## src/rtl/id_hazard_scoreboard_pkg.sv

```systemverilog
// Shared definitions for the ID-stage hazard scoreboard: instruction class
// encodings, forward-select encoding and the select-width derivation.
package id_hazard_scoreboard_pkg;

  typedef enum logic [1:0] {
    CLS_ALU    = 2'd0,
    CLS_LOAD   = 2'd1,
    CLS_MULDIV = 2'd2,
    CLS_RSVD   = 2'd3   // decoded as ALU
  } id_class_e;

  // Forward select 0 means "read the register file"; k>0 means "forward from stage k".
  localparam int FWD_RF = 0;

  // Width of a forward select able to encode 0..stages.
  function automatic int fwd_sel_width(input int stages);
    return $clog2(stages + 1);
  endfunction

endpackage

```

## src/rtl/id_hazard_scoreboard_src_match.sv

```systemverilog
// Per-source hazard/forwarding resolver: compares one ID source register
// against the in-flight producer slots and the outstanding MUL/DIV result.
module id_src_match
  import id_hazard_scoreboard_pkg::*;
#(
  parameter int REG_ADDR_W = 5,
  parameter int FWD_STAGES = 3,
  parameter int LOAD_RDY   = 2,
  parameter int FWD_SEL_W  = 2
) (
  input  logic [REG_ADDR_W-1:0]                 i_addr,
  input  logic                                  i_used,
  input  logic [FWD_STAGES-1:0]                 i_slot_vld,
  input  logic [FWD_STAGES-1:0][REG_ADDR_W-1:0] i_slot_rd,
  input  logic [FWD_STAGES-1:0]                 i_slot_load,
  input  logic                                  i_md_busy,
  input  logic [REG_ADDR_W-1:0]                 i_md_rd,
  output logic                                  o_hazard,
  output logic [FWD_SEL_W-1:0]                  o_fwd_sel
);

  logic                 w_active;
  logic [FWD_SEL_W-1:0] w_sel;
  logic                 w_sel_load;
  logic                 w_load_haz;
  logic                 w_md_haz;

  // x0 and unused sources never match anything.
  assign w_active = i_used && (i_addr != '0);

  // Youngest-match search: scan oldest to youngest so the lowest stage wins.
  always_comb begin
    // NOTE: every output of this block gets a default first, so no path leaves it
    // unassigned and no latch is inferred.
    w_sel      = FWD_SEL_W'(FWD_RF);
    w_sel_load = 1'b0;
    for (int k = FWD_STAGES; k >= 1; k--) begin
      if (w_active && i_slot_vld[k-1] && (i_slot_rd[k-1] == i_addr)) begin
        w_sel      = FWD_SEL_W'(k);
        w_sel_load = i_slot_load[k-1];
      end
    end
  end

  // A load result is forwardable only once it reaches the LOAD_RDY stage.
  assign w_load_haz = w_sel_load && (int'(w_sel) < LOAD_RDY);
  // A pending MUL/DIV result is never forwarded; the reader waits for the regfile.
  assign w_md_haz   = w_active && i_md_busy && (i_md_rd == i_addr);

  assign o_hazard  = w_load_haz || w_md_haz;
  assign o_fwd_sel = w_sel;

endmodule

```

## src/rtl/id_hazard_scoreboard.sv

```systemverilog
// ID-stage hazard unit: tracks in-flight producers per post-ID stage plus one
// variable-latency MUL/DIV slot, selects forwarding per source, raises stalls
// and counts stall cycles.
module id_hazard_scoreboard
  import id_hazard_scoreboard_pkg::*;
#(
  parameter  int REG_ADDR_W = 5,
  parameter  int FWD_STAGES = 3,
  parameter  int LOAD_RDY   = 2,
  parameter  int CNT_W      = 32,
  localparam int FWD_SEL_W  = fwd_sel_width(FWD_STAGES)
) (
  input  logic                  clk,
  input  logic                  rst,
  input  logic                  id_valid,
  input  logic [REG_ADDR_W-1:0] id_rs1_addr,
  input  logic                  id_rs1_used,
  input  logic [REG_ADDR_W-1:0] id_rs2_addr,
  input  logic                  id_rs2_used,
  input  logic [REG_ADDR_W-1:0] id_rd_addr,
  input  logic                  id_rd_we,
  input  logic [1:0]            id_class,
  input  logic                  pipe_adv,
  input  logic                  id_flush,
  input  logic                  md_done,
  output logic                  id_stall,
  output logic [FWD_SEL_W-1:0]  fwd_sel_rs1,
  output logic [FWD_SEL_W-1:0]  fwd_sel_rs2,
  output logic                  md_busy,
  output logic [CNT_W-1:0]      stall_cnt
);

  logic [FWD_STAGES-1:0]                 r_slot_vld;
  logic [FWD_STAGES-1:0][REG_ADDR_W-1:0] r_slot_rd;
  logic [FWD_STAGES-1:0]                 r_slot_load;
  logic                                  r_md_busy;
  logic [REG_ADDR_W-1:0]                 r_md_rd;
  logic [CNT_W-1:0]                      r_stall_cnt;

  logic w_is_md;
  logic w_is_load;
  logic w_issue;
  logic w_new_vld;
  logic w_haz_rs1;
  logic w_haz_rs2;
  logic w_waw;
  logic w_struct;

  assign w_is_md   = (id_class == CLS_MULDIV);
  assign w_is_load = (id_class == CLS_LOAD);
  assign w_issue   = id_valid && !id_stall && !id_flush && pipe_adv;
  // MUL/DIV results live in the md tracker, not in the stage slots.
  assign w_new_vld = w_issue && id_rd_we && (id_rd_addr != '0) && !w_is_md;

  id_src_match #(
    .REG_ADDR_W (REG_ADDR_W),
    .FWD_STAGES (FWD_STAGES),
    .LOAD_RDY   (LOAD_RDY),
    .FWD_SEL_W  (FWD_SEL_W)
  ) u_rs1 (
    .i_addr      (id_rs1_addr),
    .i_used      (id_rs1_used),
    .i_slot_vld  (r_slot_vld),
    .i_slot_rd   (r_slot_rd),
    .i_slot_load (r_slot_load),
    .i_md_busy   (r_md_busy),
    .i_md_rd     (r_md_rd),
    .o_hazard    (w_haz_rs1),
    .o_fwd_sel   (fwd_sel_rs1)
  );

  id_src_match #(
    .REG_ADDR_W (REG_ADDR_W),
    .FWD_STAGES (FWD_STAGES),
    .LOAD_RDY   (LOAD_RDY),
    .FWD_SEL_W  (FWD_SEL_W)
  ) u_rs2 (
    .i_addr      (id_rs2_addr),
    .i_used      (id_rs2_used),
    .i_slot_vld  (r_slot_vld),
    .i_slot_rd   (r_slot_rd),
    .i_slot_load (r_slot_load),
    .i_md_busy   (r_md_busy),
    .i_md_rd     (r_md_rd),
    .o_hazard    (w_haz_rs2),
    .o_fwd_sel   (fwd_sel_rs2)
  );

  // Writing the register a MUL/DIV will later write would let the older result win.
  assign w_waw    = id_rd_we && r_md_busy && (id_rd_addr == r_md_rd);
  // Only one MUL/DIV may be outstanding; it may issue in the cycle the old one retires.
  assign w_struct = w_is_md && r_md_busy && !md_done;
  assign id_stall = id_valid && !id_flush && (w_haz_rs1 || w_haz_rs2 || w_waw || w_struct);

  // Slot valid bits: shift toward WB on advance, oldest drops out.
  always_ff @(posedge clk) begin
    // NOTE: sequential state uses non-blocking assignments so every slot samples
    // its neighbour's pre-edge value regardless of statement order.
    if (rst) begin
      r_slot_vld <= '0;
    end else if (pipe_adv) begin
      for (int k = FWD_STAGES - 1; k >= 1; k--) begin
        r_slot_vld[k] <= r_slot_vld[k-1];
      end
      r_slot_vld[0] <= w_new_vld;
    end
  end

  // Slot payload shifts alongside the valid bits.
  always_ff @(posedge clk) begin
    // NOTE: payload is left unreset; it is only observed through a valid bit that is reset.
    if (pipe_adv) begin
      for (int k = FWD_STAGES - 1; k >= 1; k--) begin
        r_slot_rd[k]   <= r_slot_rd[k-1];
        r_slot_load[k] <= r_slot_load[k-1];
      end
      r_slot_rd[0]   <= id_rd_addr;
      r_slot_load[0] <= w_is_load;
    end
  end

  // MUL/DIV tracker: a new issue takes priority over a retiring completion.
  always_ff @(posedge clk) begin
    if (rst) begin
      r_md_busy <= 1'b0;
      r_md_rd   <= '0;
    end else if (w_issue && w_is_md) begin
      r_md_busy <= 1'b1;
      r_md_rd   <= id_rd_addr;
    end else if (md_done) begin
      r_md_busy <= 1'b0;
    end
  end

  // Saturating count of stalled cycles.
  always_ff @(posedge clk) begin
    if (rst) begin
      r_stall_cnt <= '0;
    end else if (id_stall && (r_stall_cnt != '1)) begin
      r_stall_cnt <= r_stall_cnt + CNT_W'(1);
    end
  end

  assign md_busy   = r_md_busy;
  assign stall_cnt = r_stall_cnt;

endmodule

```

## config.mk

```make
export PLATFORM = sky130hd
export DESIGN_NAME = id_hazard_scoreboard
export DESIGN_NICKNAME = d
export VERILOG_FILES = /design/src/rtl/id_hazard_scoreboard_pkg.sv /design/src/rtl/id_hazard_scoreboard_src_match.sv /design/src/rtl/id_hazard_scoreboard.sv
export SDC_FILE = /design/constraint.sdc
export NUM_CORES = 1
export LEC_CHECK = 0
export BUFFER_PORTS_ARGS = -buffer_cell sky130_fd_sc_hd__buf_4
export CAP_MARGIN = 20
export CORE_ASPECT_RATIO = 2
export CORE_UTILIZATION = 48
export CTS_BUF_LIST = sky130_fd_sc_hd__clkbuf_2
export DETAILED_ROUTE_END_ITERATION = 10
export GPL_TIMING_DRIVEN = 1
export PLACE_DENSITY = 0.75
export SLEW_MARGIN = 5
export SYNTH_ARGS = -nofsm -noshare
export SYNTH_HDL_FRONTEND = slang
export SYNTH_SLANG_ARGS = --single-unit
```

## constraint.sdc

```tcl
create_clock -name clk -period 3.1 [get_ports clk]
set_clock_uncertainty 0.2 [all_clocks]
set_input_delay 0.62 -clock clk [delete_from_list [all_inputs] [get_ports clk]]
set_output_delay 0.62 -clock clk [all_outputs]
set_load 0.02 [all_outputs]
```

Word level (Yosys, flattened, before mapping)
Cells that the tools add are included.
{"block": "classes", "muxes": 14, "n_lt_le_gt_ge": 2, "n_eq_ne": 12, "reduce_logical": 47, "addsub": 1}
{"op": "5-bit equality test", "count": 9}
{"op": "1-bit logical AND", "count": 34}
{"op": "32-bit by 1-bit adder with 32-bit output, second input constant", "count": 1}
{"op": "32-bit inequality test, second input constant", "count": 1}
{"op": "5-bit nonzero test", "count": 3}
{"op": "2-bit two-way mux", "count": 6}
{"op": "1-bit two-way mux", "count": 8}
{"op": "1-bit logical OR", "count": 5}
{"op": "1-bit logical NOT", "count": 4}
{"op": "2-bit < comparator, second input constant", "count": 2}
{"op": "2-bit by 1-bit equality test with 1-bit output, second input constant", "count": 1}
{"op": "2-bit equality test, second input constant", "count": 1}
{"op": "2-bit nonzero test", "count": 1}
{"block": "totals", "ff_bits": 59, "out_inout_bits": 38, "inputBits": 26, "word_cells": 84}

Logic depth before layout (Yosys ltp)
Gate-level depths: netlist (run 1).
{"block": "depth", "depth_word": 21, "ltp_mapped": 10, "depth_no_buf": 7}

Hierarchy
Synthesis (run 1) repeated with hierarchy kept, for this count alone.
{"block": "unflattened", "hier_cells": 360, "hier_area_um2": 3460.8}
{"mod": "id_hazard_scoreboard", "seq_area_each_um2": 1361.3, "area_per_inst_um2": 2802.7, "cells_each": 278, "instances": 1}
{"mod": "id_src_match", "seq_area_each_um2": 0.0, "area_per_inst_um2": 329.1, "cells_each": 41, "instances": 2}

Worst setup path before layout (run 1)
No wires, ideal clock.
{"block": "synth_path", "path_kind": "input to output", "startpoint": "in id_rs1_addr[0]", "endpoint": "out id_stall", "path_slack_ps": 73, "n_path_buf": 2, "path_stages": 8, "t_required_ps": 2280, "arrival_time_ps": 2207, "cell_sequence": "buf_2 > or4_1 > o21a_1 > nand4_1 > nand3_2 > o21ai_1 > buf_2 > inv_1"}
{"block": "synth_via", "elab_chain_cells": 14, "elab_cells_between_ends": 27, "cone_classes": "order compare: 1; eq/ne: 4; mux: 6; reduce/logical: 16"}
{"item": "start: declaration", "line_no": "id_hazard_scoreboard.sv:16", "text": "input logic [REG_ADDR_W-1:0] id_rs1_addr,"}
{"item": "5-bit nonzero test", "line_no": "id_hazard_scoreboard_src_match.sv:29", "text": "assign w_active = i_used && (i_addr != '0);"}
{"item": "1-bit logical AND", "line_no": "id_hazard_scoreboard_src_match.sv:29"}
{"item": "1-bit logical AND (2 in series)", "line_no": "id_hazard_scoreboard_src_match.sv:38", "text": "if (w_active && i_slot_vld[k-1] && (i_slot_rd[k-1] == i_addr)) begin"}
{"item": "2-bit two-way mux (3 in series)", "line_no": "id_hazard_scoreboard_src_match.sv:38"}
{"item": "2-bit < comparator", "line_no": "id_hazard_scoreboard_src_match.sv:46", "text": "assign w_load_haz = w_sel_load && (int'(w_sel) < LOAD_RDY);"}
{"item": "1-bit logical AND", "line_no": "id_hazard_scoreboard_src_match.sv:46"}
{"item": "1-bit logical OR (*)", "line_no": "id_hazard_scoreboard_src_match.sv:50", "text": "assign o_hazard = w_load_haz || w_md_haz;"}
{"item": "1-bit logical OR (*) (3 in series)", "line_no": "id_hazard_scoreboard.sv:93", "text": "assign id_stall = id_valid && !id_flush && (w_haz_rs1 || w_haz_rs2 || w_waw || w_struct);"}
{"item": "1-bit logical AND (*)", "line_no": "id_hazard_scoreboard.sv:93"}
{"item": "end: declaration", "line_no": "id_hazard_scoreboard.sv:26", "text": "output logic id_stall,"}
Mark *: on every way between the ends. The rest lies on a longest branch, timed or not.

Final worst setup path (run 1)
{"block": "layout_path", "startpoint": "in id_rs2_addr[0]", "endpoint": "out id_stall"}
{"block": "layout_via", "elab_chain_cells": 14, "elab_cells_between_ends": 27, "cone_classes": "order compare: 1; eq/ne: 4; mux: 6; reduce/logical: 16"}
{"item": "start: declaration", "line_no": "id_hazard_scoreboard.sv:18", "text": "input logic [REG_ADDR_W-1:0] id_rs2_addr,"}
{"item": "5-bit nonzero test", "line_no": "id_hazard_scoreboard_src_match.sv:29"}
{"item": "1-bit logical AND", "line_no": "id_hazard_scoreboard_src_match.sv:29"}
{"item": "1-bit logical AND (2 in series)", "line_no": "id_hazard_scoreboard_src_match.sv:38"}
{"item": "2-bit two-way mux (3 in series)", "line_no": "id_hazard_scoreboard_src_match.sv:38"}
{"item": "2-bit < comparator", "line_no": "id_hazard_scoreboard_src_match.sv:46"}
{"item": "1-bit logical AND", "line_no": "id_hazard_scoreboard_src_match.sv:46"}
{"item": "1-bit logical OR (*)", "line_no": "id_hazard_scoreboard_src_match.sv:50"}
{"item": "1-bit logical OR (*) (3 in series)", "line_no": "id_hazard_scoreboard.sv:93"}
{"item": "1-bit logical AND (*)", "line_no": "id_hazard_scoreboard.sv:93"}
Marks and branches as above.

==> flow_metrics.env, run 1 <==
export IMPL_synth_cell_types=49
export IMPL_cp_start_kind="primary input"
export IMPL_syn_area_per_cell_um2=9.191
export IMPL_cpMostUsedCell="buf_4"
export IMPL_grt_pass1_vias=2836
export IMPL_tightest_slew_ns=0.6975
export IMPL_mostFrequentLayoutCell="buf_4"
export IMPL_final_period_utilization_pct=95.93
export IMPL_area_growth_pct=22.44
export IMPL_grt_max_degree=53
export IMPL_wirelength_um=8437
export IMPL_fin_crit_ns=2.974
export IMPL_yosys_most_used_dff="dfxtp_1"
export IMPL_die_y_um=117.8
export IMPL_cp_num_buf_inv=3
export IMPL_coreArea_um2=6412
export IMPL_arrival_ns=2.15
export IMPL_ir_worst_vdd_v=0.0002493
export IMPL_critPathCaptureType="output pin"
export IMPL_layout_cells_most_common_list="75 x buf_4, 41 x dfxtp_1, 36 x xor2_1, 27 x a21oi_1, 22 x nand2_1"
export IMPL_cts_tree="done"
export IMPL_setup_viol=0
export IMPL_timing_hold_worst_start="id_rd_addr[2]"
export IMPL_syn_cell_area_um2=3217
export IMPL_syn_instance_count=350
export IMPL_postRouteAntennaNets=0
export IMPL_yosysWarnings=0
export IMPL_drt_iter0_drc=118
export IMPL_crit_type="in -> out"
export IMPL_cts_path_max_buffers=2
export IMPL_ys_ff_latch=57
export IMPL_clkSinkCount=57
export IMPL_grt_total_usage_pct=25.34
export IMPL_antenna_found_initial=0
export IMPL_grt_pass1_wl_um=13280
export IMPL_firstDrtPassIters=4
export IMPL_drc=0
export IMPL_clock_fmax_ghz=0.3363
export IMPL_path_delay_family="simple AND/OR/NAND/NOR gates"
export IMPL_fin_cells=505
export IMPL_leakagePower_nw=1.550
export IMPL_ff_latch_area_um2=1301
export IMPL_hold_viol=0
export IMPL_insertion_delay_ns=0.51
export IMPL_gp_congestion=0.9969
export IMPL_tritoncts_num_buffers=9
export IMPL_finalSetupTns_ns=0
export IMPL_synth_edf_count=16
export IMPL_hold_class="in -> reg"
export IMPL_syn_num_nets=377
export IMPL_slew_viol_final=0
export IMPL_place_ws_ns=0.05979
export IMPL_postCtsHoldBufs=0
export IMPL_dp_cells=486
export IMPL_post_drt_wl_per_cell_um=16.71
export IMPL_start_util_pct=50.17
export IMPL_cts_max_level=3
export IMPL_fill_cells=558
export IMPL_status="finished clean"
export IMPL_maxSlewHeadroom_pct=53.12
export IMPL_rsz0062_at_grt="false"
export IMPL_critPathLaunch="id_rs2_addr[0]"
export IMPL_power_density_nw_per_um2=356.8
export IMPL_grt_overflow_total=0
export IMPL_io_pins=64
export IMPL_hpwl_um=6199
export IMPL_crit_required_ns=2.28
export IMPL_synthArstFlopShare_pct=0
export IMPL_diodes=0
export IMPL_die_x_um=59.89
export IMPL_vias=2927
export IMPL_cp_slowest_stage_delay_ns=0.52
export IMPL_layout_setup_ws_ns=0.1261
export IMPL_max_cap_viol_count=0
export IMPL_final_nets=441
export IMPL_portBuffers=63
export IMPL_fp_dieArea_um2=7053
export IMPL_cp_slowest_cell="or4_1"
export IMPL_rows=41
export IMPL_cts_root_buf="clkbuf_2"
export IMPL_layout_drive_gt1_share_pct=24.82
export IMPL_path_max_fanout=5
export IMPL_synth_seq_area_share_pct=40.45
export IMPL_regToRegStartpoint="stall_cnt[4]$_SDFFE_PP0P_"
export IMPL_viasPerCell=5.796
export IMPL_crit_chain="buf_4, or4_1, o21a_1, nand4_1, nand3_2, o21ai_2, inv_1, buf_4"
export IMPL_multi_input_area_um2=1833
export IMPL_cts_clk_slew_worst_paths_ns=0.16
-- worst reg2reg max path: stages, from the launching register on --
cell and delay [ns]:
dfxtp_1 0.39, and4_1 0.24, and3_1 0.27, and4b_1 0.29, nor4_2 0.62, nand4_1 0.22
or3_1 0.35, a21oi_1 0.14
-- stage by stage --
step | hold slack [ns] | utilization, % | power, mW | area (µm²)
floorplan | 0.2671 | - | 0.8915 | 3217
global route | 0.07693 | 61.42 | 1.458 | 3939
global placement | 0.2812 | 59.02 | 0.9499 | 3785
CTS | 0.09637 | 61.03 | 1.403 | 3914
finish | 0.1171 | 61.42 | 1.405 | 3939
detailed placement | 0.2945 | 59.02 | 0.9529 | 3785
-- logic make-up after synthesis --
logic type / share of synthesized area [%]
and+or+nand+nor: 28.12
AOI/OAI and AO/OA: 10.74
DFF: 40.45
xor gates and xnor gates: 12.25
buffers and inverters: 3.345
muxes: 4.706
adders and majority gates: 0.3889
-- per-layer routing --
| layer | track usage, % | routed length (µm) | vias to the layer above |
|---|---|---|---|
| met1 | 26.10 | 3113 | 1393 |
| met2 | 43.40 | 4548 | 86 |
| met4 | 15.41 | 401 | 0 |
| li1 | - | - | 1410 |
| met5 | 0 | 0 | - |
| met3 | 6.374 | 374 | 38 |
-- sequential cells by signal, summed over array words and instances, names as in the netlist --
register     count
md_busy          1
r_md_rd          5
r_slot_load      1
r_slot_rd       15
r_slot_vld       3
stall_cnt       32
-- area by class of cell --
type / instances / share of cell area (%)
sequential: 57 / 33.04
inverter: 2 / 0.1906
clock buffer: 9 / 1.144
tap: 86 / 2.732
clock inverter: 7 / 1.557
multi-input combinational: 268 / 46.54
timing repair buffer: 76 / 14.80
-- power by group --
part,switching [mW],leakage [nW],internal [mW]
clock,0.279,0.0604,0.176
sequential,0.0185,0.487,0.785
combinational,0.0836,1.00,0.0625
-- final timing paths --
kind | end | cells after the start | slack [ns]
setup / recovery | id_stall | 8 | 0.13
setup reg to reg | stall_cnt[31]$_SDFFE_PP0P_ | 7 | 0.32
hold reg to reg | stall_cnt[9]$_SDFFE_PP0P_ | 2 | 0.32
hold / removal | r_slot_rd[2]$_DFFE_PP_ | 1 | 0.12
-- cells in the mapped netlist (all sizes together) (2+ instances only) --
| library cell | number | area [µm²] |
|---|---|---|
| dfxtp | 41 | 820.8 |
| xor2 | 36 | 315.3 |
| a21oi | 27 | 135.1 |
| nand2 | 22 | 82.58 |
| nor2 | 19 | 73.82 |
| edfxtp | 16 | 480.5 |
| clkbuf | 13 | 48.80 |
| nand3 | 13 | 70.07 |
| nor2b | 13 | 81.33 |
| nand4 | 12 | 75.07 |
| nor4 | 12 | 81.33 |
| and4 | 11 | 96.34 |
| mux2 | 11 | 131.4 |
| o21ai | 11 | 55.05 |
| or3 | 11 | 68.82 |
| buf | 10 | 51.30 |
| or4 | 10 | 75.07 |
| o31ai | 9 | 67.56 |
| xnor2 | 9 | 78.83 |
| and3 | 6 | 37.54 |
| and2 | 5 | 31.28 |
| nand2b | 5 | 31.28 |
| o21a | 4 | 30.03 |
| nor3 | 3 | 15.01 |
| inv | 2 | 7.510 |
| mux2i | 2 | 20.02 |
| nand3b | 2 | 15.01 |
| nand4b | 2 | 17.52 |
| nor4b | 2 | 17.52 |
-- repair_timing --
action,4_1_cts,5_1_grt
pin swaps,1,2
gates resized for setup,0,4
hold endpoints to repair,0,0
endpoints found under the setup margin,1,3
cloned,0,0
setup buffers,3,0
No activity file was read; power rests on OpenSTA's default activity.
==> inputs of run 2 (changes only) <==
BUFFER_PORTS_ARGS = not set   (was -buffer_cell sky130_fd_sc_hd__buf_4)
DONT_BUFFER_PORTS = 1   (was not set)
PLACE_DENSITY = 0.67   (was 0.75)
==> run 2 against run 1 <==
Compared with the run above:
- fmax fell by 2.7%
- core utilization down 3.6 points
- sequential power is essentially flat
- flip-flop and latch count unchanged
- highest routed layer unchanged
==> flow_metrics.env, run 2 (synthesis gave the netlist of run 1 again) <==
export IMPL_cts_max_level=3
export IMPL_die_y_um=117.8
export IMPL_leakagePower_nw=1.365
export IMPL_rsz0062_at_grt="true"
export IMPL_start_util_pct=50.17
export IMPL_power_density_nw_per_um2=371.1
export IMPL_cp_slowest_cell="edfxtp_1"
export IMPL_fin_cells=469
export IMPL_clkSinkCount=57
export IMPL_place_ws_ns=0.08349
export IMPL_cp_num_buf_inv=2
export IMPL_cts_root_buf="clkbuf_2"
export IMPL_final_nets=404
export IMPL_final_util_pct=57.81
export IMPL_fin_area_um2=3707
export IMPL_setup_viol=0
export IMPL_layout_setup_ws_ns=0.04243
export IMPL_maxSlewHeadroom_pct=44.34
export IMPL_crit_type="reg -> out"
export IMPL_largest_reg_flops=32
export IMPL_viasPerCell=6.013
export IMPL_place_area_um2=3410
export IMPL_crit_chain="xor2_1, nor4_2, nand4_1, a21boi_2, o21ai_2, inv_1, buf_6"
export IMPL_regToRegStartpoint="r_slot_rd[1]$_DFFE_PP_"
export IMPL_grt_pass1_wl_um=14220
export IMPL_post_drt_wl_per_cell_um=19.62
export IMPL_cts_path_max_buffers=2
export IMPL_fill_cells=575
export IMPL_slew_viol_final=0
export IMPL_reg2reg_depth=9
export IMPL_cp_depth=7
export IMPL_cp_start_kind="register"
export IMPL_cts_clk_slew_worst_paths_ns=0.17
export IMPL_rows=41
export IMPL_drc=0
export IMPL_final_period_utilization_pct=98.63
export IMPL_path_delay_family="flip-flops"
export IMPL_tightest_slew_ns=0.8321
export IMPL_fp_dieArea_um2=7053
export IMPL_whs_path_depth=2
export IMPL_timing_hold_ws_ns=0.05116
export IMPL_firstDrtPassIters=4
export IMPL_drt_iter0_drc=141
export IMPL_path_max_fanout=3
export IMPL_arrival_ns=2.24
export IMPL_critPathLaunch="r_slot_rd[1]$_DFFE_PP_"
export IMPL_grt_pass1_vias=2880
export IMPL_ir_worst_vdd_v=0.0002507
export IMPL_vias=2820
export IMPL_crit_required_ns=2.28
export IMPL_fin_crit_ns=3.058
export IMPL_area_growth_pct=15.25
export IMPL_crit_end="id_stall"
export IMPL_status="finished clean"
export IMPL_postRouteAntennaNets=0
export IMPL_io_pins=64
export IMPL_critPathCaptureType="output pin"
export IMPL_insertion_delay_ns=0.53
export IMPL_gp_congestion=0.8179
export IMPL_timing_rr_end="stall_cnt[3]$_SDFFE_PP0P_"
export IMPL_tritoncts_num_buffers=9
export IMPL_max_cap_viol_count=0
export IMPL_dp_cells=436
export IMPL_hold_class="in -> reg"
export IMPL_wirelength_um=9200
export IMPL_finalSetupTns_ns=0
export IMPL_mostFrequentLayoutCell="dfxtp_1"
export IMPL_clock_fmax_ghz=0.3271
export IMPL_grt_overflow_total=0
export IMPL_cts_tree="done"
export IMPL_r2r_slack_ns=0.30
export IMPL_grt_max_degree=34
export IMPL_cp_slowest_stage_delay_ns=0.48
export IMPL_total_power_mw=1.376
export IMPL_coreArea_um2=6412
export IMPL_die_x_um=59.89
export IMPL_grt_total_usage_pct=27.70
export IMPL_layout_cells_most_common_list="41 x dfxtp_1, 36 x xor2_1, 28 x buf_4, 27 x a21oi_1, 21 x nand2_1"
export IMPL_layout_drive_gt1_share_pct=15.97
export IMPL_hpwl_um=6329
export IMPL_hold_viol=0
export IMPL_portBuffers=0
export IMPL_antenna_found_initial=1
## run 2: how the worst min path moves through the flow
stage,from,end,slack (ns)
after CTS,pipe_adv,r_slot_vld[0]$_SDFFE_PP0P_,0.02
after global routing,rst,stall_cnt[13]$_SDFFE_PP0P_,0.03
after detailed placement,r_slot_vld[0]$_SDFFE_PP0P_,r_slot_vld[0]$_SDFFE_PP0P_,0.30
after global placement,r_slot_vld[0]$_SDFFE_PP0P_,r_slot_vld[0]$_SDFFE_PP0P_,0.31
final,pipe_adv,r_slot_vld[0]$_SDFFE_PP0P_,0.05
after floorplan,r_slot_vld[2]$_SDFFE_PP0P_,r_slot_vld[2]$_SDFFE_PP0P_,0.27
## run 2: per-layer routing
| metal | wire [µm] | share of wire, % | global-route usage [%] | vias to the layer above |
|---|---|---|---|---|
| met5 | 0 | 0 | 0 | - |
| met4 | 458 | 5.0 | 15.70 | 0 |
| met3 | 617 | 6.7 | 9.560 | 33 |
| met2 | 5068 | 55 | 50.49 | 103 |
| met1 | 3056 | 33 | 24.39 | 1337 |
| li1 | - | - | - | 1347 |
## run 2: report_power, final
group | internal, mW | leakage (nW) | total [mW] | switching (mW)
logic | 0.0515 | 0.812 | 0.118 | 0.0660
registers | 0.785 | 0.487 | 0.804 | 0.0190
clock network | 0.178 | 0.0659 | 0.454 | 0.276
## run 2: cell type report
cell class                      instances  area [µm²]  share of cell area (%)
Tap cell                               86       107.6                   2.902
Timing Repair Buffer                   39       336.6                   9.079
Sequential cell                        57        1301                   35.10
Inverter                                2       7.507                  0.2025
Multi-Input combinational cell        268        1852                   49.95
Clock buffer                           10       50.05                   1.350
Antenna cell                            1       2.502                 0.06750
Clock inverter                          6       50.05                   1.350
## run 2: repair_timing
item                                   in CTS  in global routing
setup buffers                               6                  2
endpoints found under the hold margin      50                  0
hold buffers                                8                  0
gates resized for setup                     3                  6
pin swaps                                   5                  6
setup endpoints to repair                   1                  5
==> inputs of run 3 (changes only) <==
CAP_MARGIN = 5   (was 20)
CORE_ASPECT_RATIO = not set   (was 2)
==> run 3 against run 2 <==
Compared with the run above:
- the flow now finishes with violations (DRC)
- register-to-register slack improved by 0.03 ns
- total power decreased by 0.92%
- flip-flop and latch count unchanged
- final cell count decreased by 4.5%
- combinational power decreased by 23%
- die area decreased by 0.27%
- clock power increased by 3%
- sequential share of layout area increased by 1.3 points
- largest cell class unchanged
- largest power group unchanged
==> flow_metrics.env, run 3 (synthesis gave the netlist of run 1 again) <==
export IMPL_cp_slowest_stage_delay_ns=0.48
export IMPL_cp_slowest_cell="edfxtp_1"
export IMPL_final_period_utilization_pct=94.51
export IMPL_rows=29
export IMPL_firstDrtPassIters=7
export IMPL_layout_setup_ws_ns=0.1703
export IMPL_clkSinkCount=57
export IMPL_fin_crit_ns=2.930
export IMPL_tritoncts_num_buffers=9
export IMPL_fp_dieArea_um2=7033
export IMPL_multi_input_area_um2=1824
export IMPL_arrival_ns=2.11
export IMPL_drt_iter0_drc=141
export IMPL_setup_viol=0
export IMPL_fin_cells=448
export IMPL_cp_num_buf_inv=2
export IMPL_antenna_found_initial=0
export IMPL_cts_root_buf="clkbuf_2"
export IMPL_crit_type="reg -> out"
export IMPL_largest_reg_flops=32
export IMPL_leakagePower_nw=1.308
export IMPL_cts_tree="done"
export IMPL_cp_start_kind="register"
export IMPL_fin_area_um2=3576
export IMPL_mostFrequentLayoutCell="dfxtp_1"
export IMPL_path_max_fanout=3
export IMPL_die_y_um=83.87
export IMPL_status="finished, violations left"
export IMPL_grt_pass1_wl_um=12990
export IMPL_place_area_um2=3338
export IMPL_gp_congestion=0.9075
export IMPL_postRouteAntennaNets=0
export IMPL_layout_cells_most_common_list="41 x dfxtp_1, 36 x xor2_1, 27 x a21oi_1, 22 x nand2_1, 19 x buf_4"
export IMPL_drc=6
export IMPL_crit_chain="xor2_1, nor4_2, nand4_1, a21boi_2, o21ai_2, inv_1, buf_4"
export IMPL_grt_max_degree=34
export IMPL_power_density_nw_per_um2=381.2
export IMPL_total_power_mw=1.363
export IMPL_hpwl_um=5512
export IMPL_viasPerCell=5.984
export IMPL_fill_cells=581
export IMPL_hold_viol=0
export IMPL_insertion_delay_ns=0.48
export IMPL_vias=2681
export IMPL_violations="DRC"
export IMPL_cts_path_max_buffers=2
export IMPL_portBuffers=0
export IMPL_io_pins=64
export IMPL_die_x_um=83.87
export IMPL_dp_cells=419
export IMPL_wirelength_um=7999
export IMPL_ir_worst_vdd_v=0.0002261
export IMPL_diodes=0
export IMPL_finalSetupTns_ns=0
export IMPL_area_growth_pct=11.16
export IMPL_grt_total_usage_pct=23.62
export IMPL_tightest_slew_ns=1.107
export IMPL_maxSlewHeadroom_pct=25.95
export IMPL_hold_class="in -> reg"
export IMPL_place_ws_ns=0.1747
export IMPL_path_delay_family="simple AND/OR/NAND/NOR gates"
export IMPL_cts_max_level=3
export IMPL_layout_drive_gt1_share_pct=13.48
export IMPL_post_drt_wl_per_cell_um=17.85
export IMPL_critPathCaptureType="output pin"
export IMPL_start_util_pct=50.09
export IMPL_cts_clk_slew_worst_paths_ns=0.14
export IMPL_max_cap_viol_count=0
export IMPL_ff_latch_area_um2=1301
export IMPL_slew_viol_final=0
export IMPL_crit_required_ns=2.28
export IMPL_coreArea_um2=6422
export IMPL_final_nets=393
export IMPL_grt_pass1_vias=2619
export IMPL_grt_overflow_total=0
export IMPL_clock_fmax_ghz=0.3413
export IMPL_rsz0062_at_grt="false"
## run 3: cell count changes in the layout (fill, tap and decap cells not counted), sizes merged
cell	before	now
buf	31	20
clkbuf	10	12
clkinv	5	3
diode	1	0
## run 3: path summary, 6_finish.rpt
check | end | cells past startpoint | slack [ns] | startpoint
setup / recovery | id_stall | 7 | 0.17 | r_slot_rd[4]$_DFFE_PP_
hold / removal | r_slot_rd[7]$_DFFE_PP_ | 0 | 0.06 | pipe_adv
setup reg to reg | stall_cnt[3]$_SDFFE_PP0P_ | 7 | 0.33 | stall_cnt[5]$_SDFFE_PP0P_
hold reg to reg | r_slot_rd[13]$_DFFE_PP_ | 0 | 0.33 | r_slot_rd[8]$_DFFE_PP_
## run 3: area by class of cell
cell class / instances / area share [%]
multi-input combinational: 268 / 51.01
sequential: 57 / 36.39
timing repair buffer: 28 / 6.788
tap: 77 / 2.694
clock buffer: 12 / 1.679
clock inverter: 4 / 1.225
inverter: 2 / 0.2099
## run 3: metrics by stage
stage / hold slack [ns] / util [%]
6_report: 0.05560 / 55.68
5_1_grt: 0.004450 / 55.68
4_1_cts: 0.00003725 / 54.45
3_5_place_dp: 0.3107 / 51.98
3_3_place_gp: 0.3073 / 51.98
2_1_floorplan: 0.2671 / -
## run 3: timing repair
action	CTS	global route
resized for setup	0	3
pin swaps	1	2
endpoints found under the hold margin	37	4
setup buffers	2	3
gates cloned	0	0
endpoints found under the setup margin	1	1
hold buffers	4	4
## run 3: routing by layer
metal / vias up / share of wire, % / GRT usage (%)
met4: 0 / 1.1 / 7.367
met1: 1266 / 44 / 30.49
met3: 6 / 8.4 / 9.100
met5: - / 0 / 0
li1: 1323 / - / -
met2: 86 / 46 / 36.44
## run 3: power breakdown
group          leakage (nW)  total, mW  internal [mW]  switching, mW
combinational         0.747     0.0910         0.0464         0.0446
sequential            0.487      0.803          0.785         0.0180
clock                0.0734      0.469          0.192          0.277
total                  1.31       1.36           1.02          0.340
